`config.mk`:
```
export PLATFORM = sky130hd
export DESIGN_NAME = multicycle_sequencer
export DESIGN_NICKNAME = d
export VERILOG_FILES = /design/src/rtl/multicycle_sequencer.sv
export SDC_FILE = /design/constraint.sdc
export NUM_CORES = 1
export LEC_CHECK = 0
export ABC_AREA = 1
export CAP_MARGIN = 15
export CORE_AREA = 3 3 125 97
export CTS_BUF_LIST = sky130_fd_sc_hd__clkbuf_2 sky130_fd_sc_hd__clkbuf_4 sky130_fd_sc_hd__clkbuf_8
export DETAILED_ROUTE_END_ITERATION = 8
export DIE_AREA = 0 0 128 100
export GPL_TIMING_DRIVEN = 0
export SYNTH_ARGS = -nofsm -noshare
export SYNTH_HDL_FRONTEND = slang
export SYNTH_SLANG_ARGS = --single-unit
```
`constraint.sdc`:
```
create_clock -name clk -period 2 [get_ports clk]
set_input_delay 0.2 -clock clk [delete_from_list [all_inputs] [get_ports clk]]
set_output_delay 0.2 -clock clk [all_outputs]
set_load 0.02 [all_outputs]
```
`src/rtl/multicycle_sequencer.sv`:
```
// Multi-cycle RV32 control sequencer: FETCH/DECODE/EXECUTE/MEM/WB
// with memory handshakes, retire counter and sticky halt status.
module multicycle_sequencer #(
    parameter int CNT_WIDTH   = 32,
    parameter int MEM_TIMEOUT = 15
) (
    input  logic                 clk,
    input  logic                 arst_n,
    input  logic                 start,
    input  logic [6:0]           opcode,
    input  logic                 zero,
    input  logic                 imem_valid,
    input  logic                 dmem_ready,
    output logic                 imem_req,
    output logic                 dmem_req,
    output logic                 dmem_we,
    output logic                 ir_write,
    output logic                 pc_write,
    output logic [1:0]           pc_sel,
    output logic                 reg_write_en,
    output logic                 busy,
    output logic                 halted,
    output logic                 illegal,
    output logic                 timeout,
    output logic [CNT_WIDTH-1:0] instr_count
);

    localparam int WAIT_W =
        (MEM_TIMEOUT > 1) ? $clog2(MEM_TIMEOUT) : 1;
    localparam logic [WAIT_W-1:0] WAIT_LAST =
        WAIT_W'(MEM_TIMEOUT - 1);

    localparam logic [6:0] OP_R     = 7'b0110011;
    localparam logic [6:0] OP_I     = 7'b0010011;
    localparam logic [6:0] OP_LUI   = 7'b0110111;
    localparam logic [6:0] OP_LOAD  = 7'b0000011;
    localparam logic [6:0] OP_STORE = 7'b0100011;
    localparam logic [6:0] OP_BEQ   = 7'b1100011;
    localparam logic [6:0] OP_JAL   = 7'b1101111;
    localparam logic [6:0] OP_ECALL = 7'b1110011;

    localparam logic [1:0] SEL_PC4 = 2'b00;
    localparam logic [1:0] SEL_BR  = 2'b01;
    localparam logic [1:0] SEL_JAL = 2'b10;

    typedef enum logic [2:0] {
        S_IDLE,
        S_FETCH,
        S_DECODE,
        S_EXECUTE,
        S_MEM,
        S_WB,
        S_HALT
    } state_e;

    state_e                 state_q, state_d;
    logic [6:0]             op_q, op_d;
    logic [WAIT_W-1:0]      wait_q, wait_d;
    logic [CNT_WIDTH-1:0]   cnt_q, cnt_d;
    logic                   halted_q, halted_d;
    logic                   illegal_q, illegal_d;
    logic                   timeout_q, timeout_d;

    function automatic logic is_known(input logic [6:0] op);
        case (op)
            OP_R, OP_I, OP_LUI, OP_LOAD,
            OP_STORE, OP_BEQ, OP_JAL, OP_ECALL: is_known = 1'b1;
            default:                            is_known = 1'b0;
        endcase
    endfunction

    always_comb begin
        state_d      = state_q;
        op_d         = op_q;
        wait_d       = wait_q;
        cnt_d        = cnt_q;
        halted_d     = halted_q;
        illegal_d    = illegal_q;
        timeout_d    = timeout_q;
        imem_req     = 1'b0;
        dmem_req     = 1'b0;
        dmem_we      = 1'b0;
        ir_write     = 1'b0;
        pc_write     = 1'b0;
        pc_sel       = SEL_PC4;
        reg_write_en = 1'b0;

        unique case (state_q)
            S_IDLE: begin
                if (start) begin
                    state_d = S_FETCH;
                    wait_d  = '0;
                end
            end
            S_FETCH: begin
                imem_req = 1'b1;
                if (imem_valid) begin
                    ir_write = 1'b1;
                    state_d  = S_DECODE;
                end else if (wait_q == WAIT_LAST) begin
                    state_d   = S_HALT;
                    halted_d  = 1'b1;
                    timeout_d = 1'b1;
                end else begin
                    wait_d = wait_q + WAIT_W'(1);
                end
            end
            S_DECODE: begin
                op_d = opcode;
                if (opcode == OP_ECALL) begin
                    state_d  = S_HALT;
                    halted_d = 1'b1;
                end else if (!is_known(opcode)) begin
                    state_d   = S_HALT;
                    halted_d  = 1'b1;
                    illegal_d = 1'b1;
                end else begin
                    state_d = S_EXECUTE;
                end
            end
            S_EXECUTE: begin
                case (op_q)
                    OP_LOAD, OP_STORE: begin
                        state_d = S_MEM;
                        wait_d  = '0;
                    end
                    OP_BEQ: begin
                        pc_write = 1'b1;
                        pc_sel   = zero ? SEL_BR : SEL_PC4;
                        state_d  = S_FETCH;
                        wait_d   = '0;
                    end
                    default: state_d = S_WB;
                endcase
            end
            S_MEM: begin
                dmem_req = 1'b1;
                dmem_we  = (op_q == OP_STORE);
                if (dmem_ready) begin
                    if (op_q == OP_STORE) begin
                        pc_write = 1'b1;
                        state_d  = S_FETCH;
                        wait_d   = '0;
                    end else begin
                        state_d = S_WB;
                    end
                end else if (wait_q == WAIT_LAST) begin
                    state_d   = S_HALT;
                    halted_d  = 1'b1;
                    timeout_d = 1'b1;
                end else begin
                    wait_d = wait_q + WAIT_W'(1);
                end
            end
            S_WB: begin
                reg_write_en = 1'b1;
                pc_write     = 1'b1;
                pc_sel       = (op_q == OP_JAL) ? SEL_JAL : SEL_PC4;
                state_d      = S_FETCH;
                wait_d       = '0;
            end
            S_HALT: begin
                state_d = S_HALT;
            end
            default: state_d = S_IDLE;
        endcase

        // Retirement is defined by the PC update, nothing else.
        if (pc_write) begin
            cnt_d = cnt_q + CNT_WIDTH'(1);
        end
    end

    always_ff @(posedge clk) begin
        if (!arst_n) begin
            state_q   <= S_IDLE;
            op_q      <= '0;
            wait_q    <= '0;
            cnt_q     <= '0;
            halted_q  <= 1'b0;
            illegal_q <= 1'b0;
            timeout_q <= 1'b0;
        end else begin
            state_q   <= state_d;
            op_q      <= op_d;
            wait_q    <= wait_d;
            cnt_q     <= cnt_d;
            halted_q  <= halted_d;
            illegal_q <= illegal_d;
            timeout_q <= timeout_d;
        end
    end

    assign busy        = (state_q != S_IDLE) && (state_q != S_HALT);
    assign halted      = halted_q;
    assign illegal     = illegal_q;
    assign timeout     = timeout_q;
    assign instr_count = cnt_q;

endmodule

```
==> summary.txt, run 1 <==
Global route
  – Overall track demand over capacity in global routing: around 16%
  – First-pass GRT wire length: 16600 um
  – Largest net degree at the start of global routing: 17
  – Initial antenna violation count: 0
  – Number of global-route vias before repair: between 3k and 4k
  – Total grt overflow: 0

Place
  – Hpwl dp: approximately 8000 um
  – Placed Cells: ~720
  – Placer's final routability congestion estimate: ~0.98
  – Port bufs: between 50 and 60

Logic synthesis
  – Cell taking the most area after synthesis: dfxtp_1
  – Area share of the largest cell type after synthesis: 30.8%
  – Syn Area/Cell: between 6 and 7 sq um
  – Mapped Area: 3180 sq um
  – Yosys reg bits: slightly below 50
  – Syn Nets: between 500 and 600
  – Library cells used by synthesis: 27
  – Post-synthesis sequential area ratio: a little over 30%
  – Syn Inst Count: 526
  – Synth top area cells: dfxtp_1 (31%), nand2_1 (19%), nor2_1 (9.8%), nand3_1 (6.9%), a21oi_1 (6.6%)
  – Yosys warns: 0

Power and ir drop
  – PD cells: roughly 550 nW/um^2
  – Final Power: 2.24 mW
  – Leak Pwr: roughly 1.5 nW
  – Maximum VDD drop: around 0.23 mV

Worst setup path
  – Worst EP required: about 1.8 ns
  – Critical path startpoint category: register
  – Top Family by Delay on Critical Path: buffers and inverters
  – Maximum fanout along the worst path: 7
  – Bufs and invs on worst path: 3
  – Arrival time of the worst setup path: ~1.7 ns
  – Kind of critical path: register to output port
  – Slowest cell on the critical path: clkdlybuf4s50_1
  – CP peak stage delay: just over 0.6 ns
  – CP endpoint kind: output port
  – Crit-path cells: inv_2, nand3_1, inv_1, clkdlybuf4s50_1

STA
  – Fin. Hold Viols: 0
  – Tightest Pin Transition: 0.607 ns
  – Worst slew margin: between 50% and 60%
  – Fin crit share: between 90% and 100%
  – Max Slew Vio Count: 0
  – Minimum hold slack: 0.295 ns
  – Fin Clk Skew: 0.00830 ns
  – RSZ-0062 raised after global routing: yes
  – Setup TNS: 0 ns
  – Period minus WS final: roughly 1.9 ns
  – Final Setup Violations: 0
  – Fmax achieved: between 500 and 600 MHz

Clock network
  – CTS Hold Bufs: 0
  – Clock root buffer: clkbuf_8
  – Max Buffers Root-to-Sink: 2
  – CTS sink cnt: 49
  – CTS tree: done
  – Clock latency on the worst-skew pair: 0.31 ns
  – H-tree Lvls: 2
  – Clk pin slew, worst setup/hold paths: between 0.1 and 0.15 ns
  – TritonCTS Buffers: 5

Finish
  – Non-filler cells, final: 732
  – Post-layout util: 37.6%
  – Most common cell after layout, fill and taps aside: nand2_1
  – Nets@finish: between 600 and 700
  – Share of cells above drive strength 1: under 10%
  – # fillers: 1233
  – Commonest cells after routing, fill and taps aside: nand2_1 (162), nor2_1 (80), inv_1 (52)
  – Area Growth Syn to Fin: 28.9%
  – # diodes: 0

Status
  – Run status: finished, final reports clean

Detailed routing
  – First DRT Iteration DRCs: ~250
  – Antenna Nets Post-Route: 0
  – DR vias: about 3.5k
  – Drt drc: 0
  – Avg WL per Cell: around 14 um
  – Final WL: around 10000 um
  – Vias per inst: slightly below 5
  – First-pass iteration count of the detailed router: 5

Flow run
  – Max-Cap Viols: 0

Floorplanning
  – Die footprint: ~13000 sq um
  – Initial Util: between 20% and 30%
  – Die height: 100 um
  – Row cnt: 33
  – Top Ports: 57
  – Die extent in x: between 100 and 150 um
  – Core area: roughly 11000 sq um

Worst hold path
  – Worst Hold Class: input port to register
-- power breakdown --
group	internal (mW)	total [mW]	switching (mW)
clock	0.375	0.758	0.383
sequential	1.02	1.06	0.0387
combinational	0.170	0.429	0.259
-- kinds of logic after synthesis --
group           synth area share (%)
compound gates                  9.52
xor+xnor                        3.03
fa+ha+maj                       1.18
buf+inv                         9.95
flops                           30.8
simple gates                    45.5
-- what timing repair did --
action,in CTS,in global routing
buffers inserted,3,0
resized for setup,20,12
endpoints found under the hold margin,0,0
setup endpoints to repair,5,13
-- cell usage after synthesis --
master	count
o21a_1	2
nand2_1	162
nand3_2	3
buf_6	5
nor2_2	3
clkbuf_1	4
o21ai_1	2
nand3_1	44
xnor2_1	2
dfxtp_1	49
a21oi_1	42
inv_2	2
nand4_1	27
inv_1	53
xor2_1	9
nor2_4	1
ha_1	3
nand2_2	2
nand4_4	1
o21ai_0	11
buf_1	1
a31oi_1	2
nor3_1	4
nand3b_1	1
nor2_1	83
nand3_4	1
buf_2	7
-- sequential cells by signal, indices dropped and copies added (netlist names) --
signal / count
instr_count: 32
op_q: 7
wait_q: 4
state_q: 3
halted: 1
illegal: 1
timeout: 1
-- final timing paths --
kind | start | slack [ns] | endpoint | depth (start not counted)
setup / recovery | state_q[2] | 0.1 | imem_req | 4
hold / removal | arst_n | 0.29 | op_q[3] | 3
setup reg to reg | instr_count[4] | 0.17 | instr_count[30] | 9
hold reg to reg | halted | 0.48 | halted | 2
-- layer usage --
layer	track usage [%]	share of wire [%]
met1	25.4	54
met2	23.4	41
met3	2.50	5.0
met4	2.45	0.37
met5	0	0
-- worst reg2reg max path, delay by kind of cell, from the launching register on --
family / cells / cell delay, ns
simple gates: 8 / 1.15
compound gates: 1 / 0.05
flops: 1 / 0.50
-- metrics by stage --
step                      setup WS (ns)  instance area, sq um
after floorplan                   0.348                  3180
after global placement           -0.247                  3910
after detailed placement         -0.237                  3910
after CTS                       0.00761                  4070
after global routing           -0.00248                  4100
final                            0.0992                  4100
-- cell type report --
cell class	instances	area, sq um	share of cell area [%]
inverters	55	206	5.04
well taps	140	175	4.27
clock buffers	5	68.8	1.68
repair buffers	58	576	14.0
clock inverters	3	46.3	1.13
plain buffers	17	119	2.90
flip-flops and latches	49	985	24.0
multi-input cells	405	1920	46.9
Power figures use the tool's default switching activity.
==> run 2, diff against run 1 <==
Settings changed: ABC_AREA 1 to unset, CORE_AREA 3 3 125 97 to 3 3 98 109, DIE_AREA 0 0 128 100 to 0 0 101 112, PLACE_DENSITY set to 0.53.
==> summary.txt, run 2 <==
Detailed routing
  – WL met2: 4060 um (-3.2%)
  – Antenna Nets Post-Route: 0 (unchanged)
  – Top Metal Used: met4
  – First DRT Iteration DRCs: 92 (-62%)
  – Metal1 wirelength: 3770 um (-32%)
  – First-pass iteration count of the detailed router: 4 (-1)
  – Met3 Wirelength: 337 um (-35%)
  – Drt drc: 0 (unchanged)
  – Avg WL per Cell: 15.2 um (+8.2%)
  – DR vias: 2774 (-22%)
  – Vias per inst: 5.14 (+6.0%)
  – Final WL: 8190 um (-20%)

Status
  – Failing checks: negative setup slack
  – Run status: complete, but fails checks

STA
  – Final Setup Violations: 1 (+1)
  – RSZ-0062 raised after global routing: yes
  – Fin Clk Skew: 0.0135 ns (+0.00523 ns)
  – Setup ws final: -0.0348 ns (-0.134 ns)
  – Worst slew margin: 60.9% (+1.5 points)
  – Tightest Pin Transition: 0.579 ns (-0.0281 ns)
  – Fmax achieved: 491 MHz (-6.6%)
  – Period minus WS final: 2.03 ns (+0.134 ns)
  – Fin crit share: 102% (+6.7 points)
  – Max Slew Vio Count: 0 (unchanged)
  – Setup TNS: -0.0348 ns (-0.0348 ns)
  – Fin. Hold Viols: 0 (unchanged)

Logic synthesis
  – Mapped Area: 2780 sq um (-13%)
  – Syn Area/Cell: 8.19 sq um (+35%)
  – Syn Inst Count: 339 (-36%)
  – Post-Synth XOR/XNOR Area: 5.68% (+2.7 points)
  – Yosys warns: 0 (unchanged)
  – Ys async rst share: 0% (unchanged)
  – Post-synth top cells: dfxtp_1 (49), nor2_1 (38), nand2_1 (33)
  – Synth Area in Adders: 1.35% (+0.17 points)
  – Post-synth EDFFs: 0 (unchanged)
  – Post-Synth Simple-Gate Area: 29.7% (-16 points)
  – Top-count cell post-synth: dfxtp_1
  – Area share of the largest cell type after synthesis: 35.3% (+4.5 points)
  – Post-synth top flop: dfxtp_1
  – Syn Nets: 355 (-35%)
  – Library cells used by synthesis: 56 (+110%)
  – Synth top area cells: dfxtp_1 (35%), nor2_1 (5.1%), nand2_1 (4.5%), xnor2_1 (4.4%), a21oi_1 (4.3%)
  – Mux contribution to synthesized area: 2.52% (+2.5 points)
  – Post-synthesis sequential area ratio: 35.3% (+4.5 points)
  – Post-synthesis compound-gate area fraction: 21.8% (+12 points)
  – Largest family of logic cells by synthesized area: simple AND/OR/NAND/NOR gates
  – Yosys reg bits: 49 (unchanged)
  – Cell taking the most area after synthesis: dfxtp_1

Floorplanning
  – Die extent in x: 101 um (-21%)
  – Top Ports: 57 (unchanged)
  – Die height: 112 um (+12%)
  – Core area: 9790 sq um (-10%)
  – Die footprint: 11300 sq um (-12%)
  – Row cnt: 38 (+15%)
  – Initial Util: 28.3% (-0.86 points)

Finish
  – Most common cell after layout, fill and taps aside: clkdlybuf4s50_1
  – # diodes: 0 (unchanged)
  – Max FFs per register: 32 (unchanged)
  – Nets@finish: 435 (-28%)
  – Area Growth Syn to Fin: 41.3%
  – Share of cells above drive strength 1: 19.8% (+12 points)
  – Commonest cells after routing, fill and taps aside: clkdlybuf4s50_1 (48), dfxtp_1 (42), nor2_1 (38)
  – Design Area, Final: 3920 sq um (-4.4%)

Place
  – Pre-CTS WS: -0.964 ns (-0.727 ns)
  – Placer's final routability congestion estimate: 0.830 (-15%)
  – Hpwl dp: 5770 um (-28%)
  – Dpl cell area: 3490 sq um (-11%)
  – Port bufs: 56 (+1.8%)

Clock network
  – Clock root buffer: clkbuf_8
  – H-tree Lvls: 2 (unchanged)
  – Max Buffers Root-to-Sink: 2 (unchanged)
  – CTS sink cnt: 49 (unchanged)
  – CTS tree: done
  – Clock latency on the worst-skew pair: 0.31 ns (about the same)
  – Clk pin slew, worst setup/hold paths: 0.10 ns (about the same)
  – TritonCTS Buffers: 5 (unchanged)

Global route
  – Total grt overflow: 0 (unchanged)
  – Number of global-route vias before repair: 2687 (-17%)
  – Initial antenna violation count: 0 (unchanged)
  – Overall track demand over capacity in global routing: 14.3% (-1.8 points)
  – Largest net degree at the start of global routing: 15 (-2)
  – First-pass GRT wire length: 13200 um (-20%)

Worst setup path
  – Crit-path cells: nor4b_4, buf_4, o2111ai_2, a211o_1, or4_4, a21oi_2
  – Maximum fanout along the worst path: 4 (-3)
  – Arrival time of the worst setup path: 2.27 ns (+0.57 ns)
  – Critical path startpoint category: register
  – CP endpoint kind: register
  – Kind of critical path: register to register
  – Worst EP required: 2.24 ns (+0.44 ns)
  – Slowest cell on the critical path: or4_4
  – CP peak stage delay: 0.52 ns (-0.09 ns)

Power and ir drop
  – Leak Pwr: 1.35 nW (-12%)
  – PD cells: 517 nW/um^2 (-5.6%)
  – Internal: 1.52 mW (-2.9%)
  – Logic pwr share: 12.4% (-6.7 points)
  – Net Sw Power: 0.508 mW (-25%)
  – Maximum VDD drop: 0.220 mV (-4.3%)
  – Register share of total power: 49.8% (+2.7 points)
  – Clock network fraction of total power: 37.8% (+4.0 points)
  – Sw Share: 25.1% (-5.3 points)

Flow run
  – Max-Cap Viols: 0 (unchanged)

Worst hold path
  – Worst Hold Class: register to register
[run 2: cell types whose count changed after synthesis, sizes merged, moves of 7 or more]
cell / change
xnor2: +12
inv: -43
a2111oi: +10
nand3: -30
mux2i: +7
buf: -8
nor2: -49
nand2: -131
nand4: -17
nand2b: +7
a21oi: -17
[run 2: power groups by stage]
| stage | registers [mW] | logic [mW] | clock network (mW) |
|---|---|---|---|
| finish | 1.01 | 0.251 | 0.765 |
| global route | 1.01 | 0.278 | 0.826 |
| CTS | 1.01 | 0.239 | 0.786 |
| detailed placement | 1.03 | 0.224 | 0 |
| global placement | 1.02 | 0.223 | 0 |
| floorplan | 1.02 | 0.132 | 0 |
[run 2: timing repair]
item                                    CTS  global route
buffers inserted                         12             5
hold buffers                              0             0
gates cloned                              0             1
endpoints found under the setup margin   37            29
pin swaps                                 4             6
gates resized for setup                  41            35
[run 2: cells by family (layout without fill, tap and decap cells)]
logic type,after synthesis,count (layout)
compound gates,79,80
xor+xnor,18,18
fa+ha+maj,3,3
buf+inv,26,106
flops,49,49
mux,7,7
simple gates,157,157
[run 2: area by class of cell]
class                   count  area [sq um]
plain buffers              13          78.8
clock buffers               7          90.1
clock inverters             1          30.0
fillers                  1037          5870
inverters                  12          45.0
multi-input cells         265          1860
flip-flops and latches     49           995
well taps                 120           150
repair buffers             73           673
[run 2: worst paths after layout]
path | startpoint | cells past startpoint | slack [ns] | endpoint
max reg2reg | op_q[3] | 6 | -0.03 | wait_q[0]
min | illegal | 1 | 0.48 | illegal
min reg2reg | illegal | 1 | 0.48 | illegal
max | op_q[3] | 6 | -0.03 | wait_q[0]
[run 2: routing by layer]
| layer | track usage [%] | vias to the layer above |
|---|---|---|
| met5 | 0 | - |
| met3 | 2.44 | 2 |
| met2 | 24.4 | 54 |
| li1 | - | 1403 |
| met4 | 3.55 | 0 |
| met1 | 18.7 | 1315 |
[run 2: worst max-delay path, delay by kind of cell (launching register included)]
| kind | cells | cell delay [ns] |
|---|---|---|
| AO/OA/AOI/OAI | 3 | 0.55 |
| buffers and inverters | 1 | 0.19 |
| flip-flops | 1 | 0.37 |
| AND/OR/NAND/NOR | 2 | 0.86 |
[run 2: through the flow]
| step | hold slack (ns) | utilization, % | std cells | power [mW] |
|---|---|---|---|---|
| 2_1_floorplan | 0.336 | - | 339 | 1.16 |
| 3_3_place_gp | 0.450 | 35.6 | 515 | 1.25 |
| 3_5_place_dp | 0.463 | 35.6 | 515 | 1.25 |
| 4_1_cts | 0.486 | 38.7 | 534 | 2.03 |
| 5_1_grt | 0.511 | 40.0 | 540 | 2.12 |
| 6_report | 0.478 | 40.0 | 540 | 2.02 |
